==> src/rtl/kbbuf_fifo.sv <==
// Keyboard byte FIFO: circular buffer with registered first-word-fall-through head, occupancy count and sticky overflow.
// Define KBBUF_OVERWRITE_EN to make a write into a full FIFO replace the oldest entry instead of being dropped.
module kbbuf_fifo #(
  parameter int DEPTH_LOG2 = 4
) (
  input  logic                  clk,
  input  logic                  reset,
  input  logic [7:0]            kbbuf_data,
  input  logic                  kbbuf_wren,
  input  logic                  rd_pop,
  input  logic                  flush,
  input  logic                  ovf_clr,
  output logic [7:0]            rd_data,
  output logic                  rd_empty,
  output logic [DEPTH_LOG2:0]   count,
  output logic                  overflow
);

  localparam int DEPTH = 1 << DEPTH_LOG2;
  localparam logic [DEPTH_LOG2:0] FULL_CNT = (DEPTH_LOG2 + 1)'(DEPTH);

  logic [7:0]            mem [DEPTH];
  logic [DEPTH_LOG2-1:0] wr_ptr, rd_ptr, wr_ptr_n, rd_ptr_n;
  logic [DEPTH_LOG2:0]   count_n;
  logic                  full, do_pop, do_write, ovf_set, rd_adv;
  logic [7:0]            head_n;

  always_comb begin
    full    = (count == FULL_CNT);
    do_pop  = rd_pop && (count != '0);
    // a pop in the same cycle frees the slot, so only a pop-less write to a full FIFO overflows
    ovf_set = kbbuf_wren && full && !rd_pop;
`ifdef KBBUF_OVERWRITE_EN
    do_write = kbbuf_wren;
    rd_adv   = do_pop || ovf_set;
`else
    do_write = kbbuf_wren && !ovf_set;
    rd_adv   = do_pop;
`endif
    wr_ptr_n = wr_ptr + DEPTH_LOG2'(do_write);
    rd_ptr_n = rd_ptr + DEPTH_LOG2'(rd_adv);
    count_n  = count + (DEPTH_LOG2 + 1)'(do_write) - (DEPTH_LOG2 + 1)'(rd_adv);
    // bypass the RAM when the new head is the byte being written this cycle
    head_n   = (do_write && (wr_ptr == rd_ptr_n)) ? kbbuf_data : mem[rd_ptr_n];
  end

  always_ff @(posedge clk) begin
    if (reset && !flush && do_write)
      mem[wr_ptr] <= kbbuf_data;
  end

  always_ff @(posedge clk) begin
    if (!reset) begin
      wr_ptr   <= '0;
      rd_ptr   <= '0;
      count    <= '0;
      rd_empty <= 1'b1;
      overflow <= 1'b0;
      rd_data  <= 8'h00;
    end else if (flush) begin
      wr_ptr   <= '0;
      rd_ptr   <= '0;
      count    <= '0;
      rd_empty <= 1'b1;
      overflow <= 1'b0;
    end else begin
      wr_ptr   <= wr_ptr_n;
      rd_ptr   <= rd_ptr_n;
      count    <= count_n;
      rd_empty <= (count_n == '0);
      if (count_n != '0)
        rd_data <= head_n;
      if (ovf_set)
        overflow <= 1'b1;
      else if (ovf_clr)
        overflow <= 1'b0;
    end
  end

endmodule
==> config.mk <==
export PLATFORM = sky130hd
export DESIGN_NAME = kbbuf_fifo
export DESIGN_NICKNAME = d
export VERILOG_FILES = /design/src/rtl/kbbuf_fifo.sv
export SDC_FILE = /design/constraint.sdc
export NUM_CORES = 1
export LEC_CHECK = 0
export BUFFER_PORTS_ARGS = -buffer_cell sky130_fd_sc_hd__clkbuf_2
export CORE_ASPECT_RATIO = 0.5
export CORE_UTILIZATION = 50
export CTS_CLUSTER_SIZE = 28
export DETAILED_ROUTE_END_ITERATION = 7
export GPL_TIMING_DRIVEN = 0
export PLACE_DENSITY = 0.74
export SYNTH_ARGS = -nofsm -noshare
export SYNTH_HDL_FRONTEND = slang
export SYNTH_SLANG_ARGS = --single-unit
==> constraint.sdc <==
create_clock -name clk -period 8.67 [get_ports clk]
set_clock_uncertainty 0.05 [all_clocks]
set_input_delay 0.867 -clock clk [delete_from_list [all_inputs] [get_ports clk]]
set_output_delay 0.867 -clock clk [all_outputs]
set_load 0.01 [all_outputs]
After elaboration in Yosys (flattened, before gate mapping):

Memories as Yosys holds them, arrays and structs flattened. A register that Yosys moved wholly into a read port is not among the register bits.
Cells that the tools add are included.

* bits in registers: 15
* bits in writable memories: 128
* input bits: 14
* output and inout bits: 15
* logic and storage cells: 33
* memories: 1

Memories
* mem: words 16, bits a word 8, read ports 1, clocked after Yosys merged registers in 1, write ports 1, line 22 `logic [7:0] mem [DEPTH];`

* $add $sub $neg: 4
* equality and inequality tests: 1
* mux-type cells: 4
* bitwise operators: 2
* reduce and logical (&&, ||, !) cells: 16

Operators by type and width (number)
* 5-bit nonzero test: 2
* 4-bit by 1-bit adder with 4-bit output: 2
* 1-bit logical AND: 6
* 5-bit by 1-bit adder with 5-bit output: 1
* 5-bit == test (second input constant): 1
* 5-bit logical NOT: 1
* 5-bit by 1-bit subtractor with 5-bit output: 1
* 1-bit logical NOT: 4
* 1-bit 2-to-1 mux: 4
* 1-bit inverter: 2
* 2-bit AND reduction: 1
* 2-bit nonzero test: 1
* 2-bit OR reduction: 1

Depth between registers and ports, before layout:

* word-level depth: 9
* mapped depth: 16
* depth with buffers taken out: 15

Least setup slack after synthesis:

No wires, ideal clock.

* path type: input-to-reg
* from: input rd_pop
* to: register rd_data[3], read port of mem
* library setup time: 122 ps
* arrival: 3172 ps
* data required time: 8498 ps
* path slack: 5327 ps
* cell stages on the path: 10
* path buffers: 2
* cells stage by stage: a21boi_0 -> ha_1 -> ha_1 -> clkbuf_1 -> clkbuf_1 -> mux4_2 -> and2_0 -> a211oi_1 -> a21oi_1 -> a221o_1

* elaborated cells between the ends (all ways): 10
* classes of those cells: add/sub (3); reduce/logical (7)

RTL lines
* from (decl): line 10 `input logic rd_pop,`
* 1-bit logical AND: line 30 `do_pop = rd_pop && (count != '0);`
* 4-bit by 1-bit adder with 4-bit output: line 41 `rd_ptr_n = rd_ptr + DEPTH_LOG2'(rd_adv);`
* net rd_ptr_n[1]: line 23 `logic [DEPTH_LOG2-1:0] wr_ptr, rd_ptr, wr_ptr_n, rd_ptr_n;`
* to (decl): line 13 `output logic [7:0] rd_data,`

The timed path passes the listed nets, and every way through them passes these cells.
A chain may end at the register's enable or synchronous reset.

Final worst setup path:

* from: register count[3]
* to: register rd_data[0], read port of mem

* elaborated cells between the ends (all ways): 12
* classes of those cells: add/sub (3); eq/ne (1); reduce/logical (8)

RTL lines
* from (decl): line 15 `output logic [DEPTH_LOG2:0] count,`
* from (signal assigned): line 69 `count <= count_n;`
* 5-bit nonzero test: line 30
* 1-bit logical AND: line 30
* 4-bit by 1-bit adder with 4-bit output: line 41
* net rd_ptr_n[1]: line 23

The timed path passes the listed nets, and every way through them passes these cells.

==> metrics.md <==
| Metric | Value |
|---|---|
| Syn nets | 373 |
| Largest net degree at the start of global routing | 18 |
| Routed len/inst | 23.39 um |
| Routed Antenna Nets | 0 |
| Max-slew violation count | 0 |
| CTS Hold Bufs | 0 |
| Inserted Diodes | 0 |
| Mux share of post-synthesis cell area | 13.29% |
| Status | complete, no violations |
| Area of the multi-input gates | 1723 um^2 |
| Post-layout util | 59.90% |
| Sequential Power Share | 40.1% |
| Post-Synth Simple-Gate Area | 5.890% |
| Via density | 6.009 |
| CP Max Fanout | 10 |
| Clk slew on worst S/H paths | 60 ps |
| Most used cell, CP | ha_1 |
| Chip height | 80.22 um |
| Max-cap violations | 0 |
| FILL cells | 822 |
| Final Cycle Share | 49.19% |
| Minimum clock period | 4265 ps |
| CP max stage delay | 620 ps |
| Worst Setup Start Kind | register |
| DP Cell Count | 540 |
| Slew HR | 31.08% |
| Inserted Clock Buffers | 17 |
| Clock sinks | 151 |
| Mapped Area | 6118 um^2 |
| Worst VDD drop | 0.1515 mV |
| Reg2reg path depth | 12 |
| # port buffers | 27 |
| Skew-Pair Late Insertion Delay | 420 ps |
| Proportion of layout cells with a drive suffix above 1 | 26.04% |
| Register Area | 4304 um^2 |
| Grt total ovfl | 0 |
| Root Driver | clkbuf_16 |
| Seq/Total Area, Yosys | 70.35% |
| Nets | 419 |
| Unique masters post-synth | 39 |
| Cells after synthesis | 348 |
| Tot GR Track Use | 23.02% |
| Global placer's final weighted congestion | 0.8007 |
| Pwr dens | 290.2 nW/um^2 |
| Unrepaired setup endpoints after global routing | false |
| Number of flops mapped to enable cells by yosys | 128 |
| Hold Fails Final Rpt | 0 |
| I/O pin count | 29 |
| Cell taking the most area after synthesis | edfxtp_1 |
| Xor and xnor fraction of the mapped netlist area | 2.168% |
| Clock Path Buffers | 2 |
| CTS tree | yes |
| CP Class | register to register |
| Internal | 1532 uW |
| Post-CTS Setup Repair Bufs | 0 |
| Req. time, crit path | 8920 ps |
| Row count | 28 |
| Switching Fraction | 25.83% |
| Post-cts sizing count | 0 |
| NetSw | 533.3 uW |
| Share of power burned in the clock network | 38.5% |
| Setup crit end kind | register |
| Area share of the largest cell type after synthesis | 62.82% |
| Initial cell density of the core | 51.52% |
| HP Class | register to register |
| Final setup viols | 0 |
| Non-filler cells in the finished layout | 572 |
| P&R area growth vs syn | 16.28% |
| First-pass GRT wire length | 20180 um |
| Leakage | 0.002373 uW |
| Area fraction in compound gates after synthesis | 4.110% |
| CORE AREA | 11880 um^2 |
| Post-synth ARST share | 0% |
| Syn_area_per_cell | 17.58 um^2 |
| Die width | 158.4 um |
| Post-synthesis adder-cell area fraction | 2.372% |
| Initial antenna violation count | 0 |
| #FFs+latches synth | 151 |
| Initial drt markers | 497 |
| CP max-delay cell | clkbuf_1 |
| Prevailing post-synth register cell | edfxtp_1 |
| DP Wirelength | 8648 um |
| Synth area leaders | edfxtp_1 63%, mux4_2 12%, dfxtp_1 7.5% |
| Setup TNS | 0 ps |
| CTS H-tree depth | 4 |
| Via count | 3437 |
| Worst-path cell chain | inv_1, ha_1, nor3b_1, a21boi_0, ha_1, ha_1, clkbuf_1, clkbuf_1, mux4_2, a211oi_1, a21oi_1, a221o_1 |
| Fmax | 234.5 MHz |
| Combinational Power Share | 21.4% |
| # DRC | 0 |
| Yosys warns | 0 |
| Total wire length | 13380 um |
| Number of global-route vias before repair | 3473 |
| Drt pass-1 iters | 5 |
| Die area | 12710 um^2 |
| Tightest Pin Transition | 1026 ps |
| Main combinational cell family by area after synthesis | multiplexers |
| WHS Path Cells | 2 |
| Crit path DAT | 4520 ps |
cells in the final DEF, fill, tap and decap left out, types with 8 or more instances in the layout:
cell type | netlist | final
edfxtp_1 | 128 | 128
mux4_2 | 33 | 33
clkbuf_2 | 1 | 28
dfxtp_1 | 23 | 23
nor2_1 | 21 | 21
clkbuf_16 | 0 | 17
a21oi_1 | 15 | 15
nand2_1 | 13 | 13
ha_1 | 10 | 10
xnor2_1 | 9 | 9
inv_1 | 8 | 8
clkbuf_1 | 7 | 8
per-stage QoR:
step	worst slack, ps	hold slack [ps]	power (uW)	instance area, um^2
4_1_cts	4446	458.3	2067	7104
3_5_place_dp	4371	443.0	1282	6470
3_3_place_gp	4430	426.1	1265	6460
5_1_grt	4146	483.1	2142	7114
6_report	4405	460.9	2065	7114
2_1_floorplan	5327	468.3	1169	6118
cell type report:
cell class                      instances  area share (%)
Clock buffer                           18           6.032
Timing Repair Buffer                   27           1.899
Buffer                                 16           1.038
Sequential cell                       151           60.50
Tap cell                              165           2.902
Multi-Input combinational cell        171           24.22
Clock inverter                         14           2.884
Inverter                               10          0.5276
per-layer routing:
metal | vias to the layer above | wire [um] | global-route usage (%)
met3 | 27 | 1106 | 6.962
li1 | 1469 | - | -
met1 | 1753 | 5513 | 29.74
met5 | - | 0 | 0
met2 | 188 | 6435 | 37.02
met4 | 0 | 324 | 8.462
critical path, delay by kind of cell (launching register included):
family          cells  cell delay (ps)
fa+ha+maj           3              690
mux                 1              440
compound gates      4             1150
buf+inv             3             1180
flops               1              330
simple gates        1              310
power groups by stage:
stage / clock network, uW / registers [uW] / logic, uW
global route: 826 / 831 / 486
detailed placement: 0 / 844 / 438
global placement: 0 / 841 / 424
floorplan: 0 / 849 / 320
CTS: 795 / 829 / 444
finish: 795 / 828 / 442
cells in the mapped netlist (2+ instances only):
cell / number
nor2b_1: 2
o211ai_1: 2
a21oi_1: 15
nand2b_1: 2
and2_1: 7
edfxtp_1: 128
clkbuf_1: 7
mux2i_1: 7
a221o_1: 7
dfxtp_1: 23
xnor2_1: 9
a211oi_1: 7
xor2_1: 3
mux4_2: 33
nor2_1: 21
and3_1: 2
nand3_1: 5
nand2_1: 13
nor3_1: 5
ha_1: 10
inv_2: 2
and2_0: 7
inv_1: 8
a21boi_0: 2
buf_2: 7
sequential cells by signal, indices dropped and copies added (netlist names):
| signal | count |
|---|---|
| count | 5 |
| mem | 128 |
| overflow | 1 |
| rd_data | 8 |
| rd_empty | 1 |
| rd_ptr | 4 |
| wr_ptr | 4 |
final timing paths:
path	start	to	slack, ps
worst min register to register	overflow	overflow	460
worst max register to register	count[3]	rd_data[0]	4400
worst min-delay path	overflow	overflow	460
worst max-delay path	count[3]	rd_data[0]	4400
logic make-up after synthesis:
kind of cell    after synthesis
flops                       151
simple gates                 71
mux                          40
compound gates               36
buf+inv                      26
xor+xnor                     13
fa+ha+maj                    11
No activity file was read; power rests on OpenSTA's default activity.
